--- config.mk ---
export PLATFORM = sky130hd
export DESIGN_NAME = eth_frame_builder
export DESIGN_NICKNAME = d
export VERILOG_FILES = /design/src/rtl/eth_frame_builder.sv
export SDC_FILE = /design/constraint.sdc
export NUM_CORES = 1
export LEC_CHECK = 0
export CAP_MARGIN = 25
export CORE_ASPECT_RATIO = 1.25
export CORE_MARGIN = 8
export CORE_UTILIZATION = 49
export CTS_BUF_LIST = sky130_fd_sc_hd__clkbuf_16
export DETAILED_ROUTE_END_ITERATION = 16
export GPL_TIMING_DRIVEN = 1
export PLACE_DENSITY = 0.77
export SLEW_MARGIN = 30
export SYNTH_ARGS = -nofsm -noshare
export SYNTH_HDL_FRONTEND = slang
export SYNTH_SLANG_ARGS = --single-unit
--- constraint.sdc ---
create_clock -name clk -period 2.8 [get_ports clk]
set_clock_uncertainty 0.2 [all_clocks]
set_input_delay 0.42 -clock clk [delete_from_list [all_inputs] [get_ports clk]]
set_output_delay 0.42 -clock clk [all_outputs]
set_load 0.01 [all_outputs]
--- src/rtl/eth_frame_builder.sv ---
// rtl/eth_frame_builder.sv - frames header + FIFO payload into one word stream for Ethernet TX
// Optional trailer checksum word is enabled by defining TRAILER_CHECKSUM_EN.
module eth_frame_builder #(
  parameter int          DW            = 16,
  parameter int          PAYLOAD_WORDS = 4096,
  parameter logic [15:0] SYNC_WORD     = 16'hA55A
) (
  input  logic          clk,
  input  logic          rst,
  input  logic          en,
  input  logic          h_en,
  input  logic [1:0]    Header_Address,
  input  logic          fifo_rd,
  input  logic          fifo_empty,
  input  logic [DW-1:0] fifo_dout,
  output logic [DW-1:0] tx_data,
  output logic          tx_valid,
  output logic          tx_sop,
  output logic          tx_eop,
  output logic          tx_err,
  output logic [2:0]    frame_status,
  output logic [15:0]   frames_sent
);

  localparam logic [1:0] S_IDLE = 2'd0;
  localparam logic [1:0] S_HDR  = 2'd1;
  localparam logic [1:0] S_PAY  = 2'd2;
  localparam logic [1:0] K_HDR  = 2'd0;
  localparam logic [1:0] K_PAY  = 2'd1;
`ifdef TRAILER_CHECKSUM_EN
  localparam logic [1:0] S_TAIL = 2'd3;
  localparam logic [1:0] K_TRL  = 2'd2;
`endif
  localparam logic [15:0] LAST_CNT = 16'(PAYLOAD_WORDS);

  logic [1:0]    state, state_nxt;
  logic [15:0]   seq, pay_cnt;
  logic [2:0]    flags, flags_nxt;
  logic          closed;
  logic          s1_valid, s1_sop, s1_eop, s1_err;
  logic [1:0]    s1_kind, s1_addr;
  logic          start, hdr_take, pay_take, drop_rd, trunc, last_rd;
  logic          stage_valid, stage_eop, close_now, zero_word, eop_beat;
  logic [1:0]    stage_kind;
  logic [DW-1:0] hdr_word, out_word;
`ifdef TRAILER_CHECKSUM_EN
  logic          trl_take;
  logic [DW-1:0] chk;
`endif

  always_comb begin
    state_nxt = state;
    start     = 1'b0;
    hdr_take  = 1'b0;
    pay_take  = 1'b0;
    drop_rd   = 1'b0;
    trunc     = 1'b0;
`ifdef TRAILER_CHECKSUM_EN
    trl_take  = 1'b0;
`endif
    case (state)
      S_IDLE: begin
        if (en && h_en && Header_Address == 2'd0) begin
          start     = 1'b1;
          hdr_take  = 1'b1;
          state_nxt = S_HDR;
        end
      end
      S_HDR: begin
        if (!en) begin
          trunc = 1'b1;
        end else if (h_en) begin
          hdr_take = 1'b1;
          drop_rd  = fifo_rd;
        end else begin
          pay_take  = fifo_rd;
          state_nxt = S_PAY;
        end
      end
      S_PAY: begin
        // closed: all payload accepted, absorb stray strobes until en drops
        if (closed) begin
          drop_rd = fifo_rd || h_en;
          if (!en) state_nxt = S_IDLE;
        end else if (!en) begin
          trunc = 1'b1;
        end else if (h_en) begin
          drop_rd = 1'b1;
        end else begin
          pay_take = fifo_rd;
        end
      end
`ifdef TRAILER_CHECKSUM_EN
      S_TAIL: begin
        trl_take = !closed;
        drop_rd  = fifo_rd || h_en;
        if (!en) state_nxt = S_IDLE;
      end
`endif
      default: state_nxt = S_IDLE;
    endcase

    last_rd    = pay_take && (pay_cnt + 16'd1 == LAST_CNT);
    stage_kind = pay_take ? K_PAY : K_HDR;
`ifdef TRAILER_CHECKSUM_EN
    if (trunc || last_rd) state_nxt = S_TAIL;
    if (trl_take) stage_kind = K_TRL;
    stage_valid = hdr_take || pay_take || trl_take;
    zero_word   = 1'b0;
    stage_eop   = trl_take;
    close_now   = trl_take;
    eop_beat    = s1_valid && s1_eop;
`else
    if (trunc) state_nxt = S_IDLE;
    stage_valid = hdr_take || pay_take;
    // truncation with nothing in flight closes the frame with a marked empty word
    zero_word   = trunc && !s1_valid;
    stage_eop   = last_rd;
    close_now   = last_rd;
    eop_beat    = (s1_valid && (s1_eop || trunc)) || zero_word;
`endif
    flags_nxt = start ? 3'b000 : (flags | {trunc, drop_rd, pay_take && fifo_empty});

    case (s1_addr)
      2'd0:    hdr_word = DW'(SYNC_WORD);
      2'd1:    hdr_word = DW'(seq);
      2'd2:    hdr_word = DW'(PAYLOAD_WORDS);
      default: hdr_word = DW'(frame_status);
    endcase
    case (s1_kind)
      K_HDR:   out_word = hdr_word;
      K_PAY:   out_word = fifo_dout;
`ifdef TRAILER_CHECKSUM_EN
      K_TRL:   out_word = chk;
`endif
      default: out_word = '0;
    endcase
  end

  always_ff @(posedge clk or posedge rst) begin
    if (rst) begin
      state        <= S_IDLE;
      seq          <= '0;
      pay_cnt      <= '0;
      flags        <= '0;
      closed       <= 1'b0;
      s1_valid     <= 1'b0;
      s1_kind      <= K_HDR;
      s1_addr      <= '0;
      s1_sop       <= 1'b0;
      s1_eop       <= 1'b0;
      s1_err       <= 1'b0;
      tx_data      <= '0;
      tx_valid     <= 1'b0;
      tx_sop       <= 1'b0;
      tx_eop       <= 1'b0;
      tx_err       <= 1'b0;
      frame_status <= '0;
      frames_sent  <= '0;
`ifdef TRAILER_CHECKSUM_EN
      chk          <= '0;
`endif
    end else begin
      state <= state_nxt;
      flags <= flags_nxt;
      if (start) pay_cnt <= '0;
      else if (pay_take) pay_cnt <= pay_cnt + 16'd1;
      if (start) closed <= 1'b0;
      else if (close_now) closed <= 1'b1;

      s1_valid <= stage_valid;
      s1_kind  <= stage_kind;
      s1_addr  <= Header_Address;
      s1_sop   <= hdr_take && Header_Address == 2'd0;
      s1_err   <= pay_take && fifo_empty;
      s1_eop   <= stage_eop;

      tx_valid <= s1_valid || zero_word;
      tx_sop   <= s1_valid && s1_sop;
      tx_eop   <= eop_beat;
      tx_err   <= (s1_valid && s1_err) || zero_word;
      tx_data  <= s1_valid ? out_word : '0;

      // flags_nxt so that strobes seen on the eop beat itself still count
      if (eop_beat) begin
        frame_status <= flags_nxt;
        seq          <= seq + 16'd1;
        frames_sent  <= frames_sent + 16'd1;
      end
`ifdef TRAILER_CHECKSUM_EN
      if (start) chk <= '0;
      else if (s1_valid && s1_kind == K_PAY) chk <= chk ^ fifo_dout;
`endif
    end
  end

endmodule

* Word-level counts from Yosys, hierarchy flattened
Cells that the tools add are included.
** Word-level totals
- Bits in registers :: 84
- Logic and storage cells :: 88
** Operators by class
- Mux-type cells :: 32
- Eq/ne operators :: 11
- Bitwise operators :: 1
- Add/subtract/negate cells :: 3
- Reduce and logical (&&, ||, !) cells :: 23
** Operators with widths (count)
- 16-bit by 1-bit adder with 16-bit output (second input constant) :: 3
- 16-bit 2-to-1 mux :: 3
- 16-bit one-hot mux with 3 select lines :: 1
- 16-bit one-hot mux with 2 select lines :: 1
- 16-bit by 13-bit == test with 1-bit output (second input constant) :: 1
- 1-bit 2-to-1 mux :: 15
- 3-bit inequality test (second input constant) :: 5
- 2-bit 2-to-1 mux :: 6
- 1-bit logical AND :: 9
- 2-bit logical NOT :: 4
- 1-bit one-hot mux with 2 select lines :: 4
- 1-bit logical OR :: 6
- 2-bit one-hot mux with 3 select lines :: 1
- 5-bit AND reduction :: 1
- 2-bit by 1-bit == test with 1-bit output (second input constant) :: 2
- 2-bit == test (second input constant) :: 2
- 2-bit nonzero test :: 2
- 3-bit 2-to-1 mux :: 1
- 3-bit OR :: 1
- 1-bit == test (second input constant) :: 1
- 1-bit logical NOT :: 1

* Longest topological paths before layout
- Word-level depth :: 7
- Gate-level depth with buffers :: 9
- Gate-level depth less buffers :: 8

* Worst setup path before layout
No wires, ideal clock.
- Path type :: register to register
- Start point :: register state[0]
- End point :: register seq[15]
- Arrival time :: 1.805 ns
- Setup time :: 0.123 ns
- Period minus slack after synthesis :: 2.128 ns
- Path slack :: 0.672 ns
- Data required time :: 2.477 ns
- Buffers on the path :: 1
- Cell stages (with the launch flop) :: 9
- Cells stage by stage :: dfrtp_1 inv_1 ha_1 nor2b_1 o21ai_1 buf_2 a2111oi_4 nand3_1 xnor2_1
** Between the ends
- Longest elaborated chain between the ends :: 5
- Elaborated cells on any way between the ends :: 7
- Those cells by class :: eq/ne (2); mux (1); reduce/logical (4)
** RTL lines
- start: declaration :: line 36 : logic [1:0] state, state_nxt;
- start signal: assignment :: line 164 : state <= state_nxt;
- 2-bit == test or 2-bit by 1-bit == test with 1-bit output (tied branches) :: line 61 : case (state)
- 1-bit one-hot mux with 2 select lines * :: line 61
- 1-bit logical OR :: line 120 : eop_beat = (s1_valid && (s1_eop || trunc)) || zero_word;
- 1-bit logical AND :: line 120
- 1-bit logical OR * :: line 120
- end signal: assignment :: line 187 : seq <= seq + 16'd1;
- end: declaration :: line 37 : logic [15:0] seq, pay_cnt;
Every way passes the cells marked *; elsewhere a longest branch is shown, timed or not.
A chain may end at the register's enable or synchronous reset.

* Worst setup path after layout
- Start point :: register state[0]
- End point :: register seq[5]
Same word-level chain as after synthesis.

==> summary.md <==
| Metric | Value |
|---|---|
| Status | `completed` |
| Sink Count | `84` |
| Reg2Reg Setup Slack | `0.36 ns` |
| Max Fclk | `0.410 GHz` |
| Switch share | `31.1%` |
| Postcts setup bufs | `0` |
| CP max stage cell | `dfrtp_1` |
| Seq/Total Area, Yosys | `49.7%` |
| Worst endpoint required time | `2.85 ns` |
| Pleak | `0.00222 uW` |
| R2R Path Start | `state[0]` |
| Core area | `8560 um^2` |
| Total negative setup slack | `0 ns` |
| Synth Flop Type | `dfrtp_1` |
| N_diodes | `0` |
| Most common cell after layout, fill and taps aside | `dfrtp_1` |
| DR pass1 iterations | `4` |
| Commonest non-fill, non-tap cells in the layout | `dfrtp_1 (84), clkdlybuf4s50_1 (62), nand2_1 (39)` |
| Crit path max fanout | `8` |
| Initial antenna violation count | `0` |
| Post-DRT Antenna Nets | `0` |
| H-tree depth | `3` |
| Die area | `11900 um^2` |
| Critical Path AT | `2.48 ns` |
| Combinational share of power | `25.0%` |
| Final core utilization | `60.8%` |
| Gr ovfl total | `0` |
| NetSw | `1100 uW` |
| HP Class | `in2async` |
| Post-CTS Hold Fix Bufs | `0` |
| # setup viols final | `0` |
| P per Cell Area | `680 nW/um^2` |
| GR Util met2 | `26.2%` |
| Crit path capture type | `flip-flop` |
| Synth warn | `0` |
| DP Wirelength | `6630 um` |
| Clock Path Buffers | `2` |
| Layout cell share with drive strength beyond 1 | `9.55%` |
| Nets | `497` |
| R2r endpoint | `seq[5]` |
| Pin count of the biggest net entering global routing | `35` |
| Clk Latency, worst-skew pair | `0.34 ns` |
| Routing usage on met3 | `3.71%` |
| Slowest cell delay on critical path | `0.40 ns` |
| Num CTS Buffers | `9` |
| Port Buffers | `62` |
| Hold slack | `0.258 ns` |
| Vias after detailed routing | `3152` |
| CP cell instances | `inv_1 -> ha_1 -> nor2b_1 -> o21ai_1 -> buf_4 -> a21oi_1 -> and3_1 -> xor2_1` |
| Layout area overhead | `23.0%` |
| Syn Area/Cell | `10.4 um^2` |
| Max cap viols | `0` |
| CP Launch Type | `flip-flop` |
| Slew @ Worst Pin | `0.760 ns` |
| GRT Overall Usage | `15.7%` |
| Clock slew at reported path FFs | `0.06 ns` |
| Die outline width | `99.1 um` |
| Post-Syn Area | `4230 um^2` |
| Setup CP Type | `reg2reg` |
| Routing usage on met1 | `19.3%` |
| DRT iter0 DRCs | `152` |
| Sequential share of power | `45.5%` |
| Relative slew slack | `49.3%` |
| Overall Power | `3540 uW` |
| Async set-reset flop share out of synthesis | `100%` |
| Gate Count Post-Synth | `406` |
| Routed len/inst | `15.9 um` |
| Worst r2r path cells | `8` |
| Peak supply drop | `0.000363 V` |
| Internal | `2430 uW` |
| TritonCTS clock tree | `done` |
| Fin crit share | `87.1%` |
| Rows | `38` |
| RD Place Congestion | `0.914` |
| Unrepaired setup endpoints after global routing | `false` |
| Global-route wire length before repair | `15200 um` |
| Seq cells post-synth | `84` |
| Vias in the first global route | `3110` |
| Number of gates resized after CTS | `0` |
| Initial Util | `49.4%` |
| Hold Fails Final Rpt | `0` |
| Number of synthesized flops with an enable pin | `0` |
| Root Buffer Master | `clkbuf_16` |
| Clock share of power | `29.4%` |
| Net count after synthesis | `437` |
| GR peak layer | `met2` |
| Vias per cell | `5.52` |
| Die height | `120 um` |
| Synth unique cells | `63` |
| Slew Limit Fails | `0` |
| # DRC | `0` |
| IO Pins | `63` |
| Post-Route WL | `9060 um` |
| Tmin final | `2.44 ns` |
## power by group through the flow
stage | combinational [uW] | clock, uW | sequential [uW]
global route | 975 | 1110 | 1640
finish | 884 | 1040 | 1610
detailed placement | 896 | 0 | 1630
global placement | 866 | 0 | 1620
CTS | 899 | 1060 | 1610
floorplan | 561 | 0 | 1570
## worst max path at each step
stage,start,cells after the start,end
floorplan,rst,1,closed
global placement,en,6,state[0]
detailed placement,en,6,state[0]
CTS,state[0],8,seq[5]
global route,state[0],8,seq[5]
finish,state[0],8,seq[5]
## worst max-delay path: cells and delay by family (launching register included)
kind	cells	cell delay (ns)
compound gates	2	0.50
xor+xnor	1	0.17
fa+ha+maj	1	0.35
buf+inv	2	0.30
flops	1	0.40
simple gates	2	0.42
## synth_stat cells (2+ instances only)
library cell  count  area (um^2)
dfrtp_1          84         2100
nand2_1          39          146
xnor2_1          22          193
o21ai_0          21          105
nand3_1          19         95.1
a21oi_1          17         85.1
inv_1            17         63.8
and2_1           12         75.1
nand4_1          12         75.1
nor2b_1          12         75.1
clkbuf_1         10         37.5
nor2_1           10         37.5
o21ai_1          10         50.1
xor2_1           10         87.6
and3_1            9         56.3
o21a_1            9         67.6
a211oi_1          7         52.6
ha_1              7         87.6
o31ai_1           6         45.0
a31oi_1           5         31.3
buf_2             5         25.0
mux2_2            4         45.0
mux2i_1           4         40.0
nor3_1            4         20.0
and4_1            3         26.3
nand2b_1          3         18.8
o41ai_1           3         26.3
a2111oi_2         2         30.0
buf_1             2         7.51
nor4_1            2         12.5
nor4_4            2         42.5
o22ai_1           2         12.5
or2_2             2         12.5
## flip-flops by register name, indices dropped and copies added (netlist names)
| name | flops |
|---|---|
| frames_sent | 16 |
| pay_cnt | 16 |
| seq | 16 |
| tx_data | 16 |
| flags | 3 |
| frame_status | 3 |
| s1_addr | 2 |
| state | 2 |
| closed | 1 |
| s1_eop | 1 |
| s1_err | 1 |
| s1_kind | 1 |
| s1_sop | 1 |
| s1_valid | 1 |
| tx_eop | 1 |
| tx_err | 1 |
| tx_sop | 1 |
| tx_valid | 1 |
## layer usage
metal	vias up	part of all wire, %
li1	1559	-
met2	80	49
met3	11	5.5
met5	-	0
met4	0	1.5
met1	1502	44
## kinds of logic (layout without fill, tap and decap cells)
kind of cell	after synthesis	after routing	share of synthesized area (%)
AOI/OAI and AO/OA	96	96	15.9
xor gates and xnor gates	32	32	6.63
adders and majority gates	7	7	2.07
buffers and inverters	37	102	3.85
DFF	84	84	49.7
muxes	9	9	2.28
and+or+nand+nor	141	141	19.6
## metrics by stage
stage / cells / setup slack, ns / instance area [um^2]
after floorplan: 406 / 0.0149 / 4230
after global placement: 555 / 0.366 / 4940
after detailed placement: 555 / 0.254 / 4940
after CTS: 571 / 0.341 / 5200
after global routing: 571 / 0.134 / 5200
final: 571 / 0.362 / 5200
## area by class of cell
type | instances | area [um^2]
Sequential cell | 84 | 2100
Fill cell | 706 | 3360
Clock buffer | 9 | 225
Multi-Input combinational cell | 285 | 1960
Tap cell | 100 | 125
Clock inverter | 7 | 37.5
Timing Repair Buffer | 68 | 678
Inverter | 18 | 68.8
Note: power is estimated with default switching activity, not from simulation.
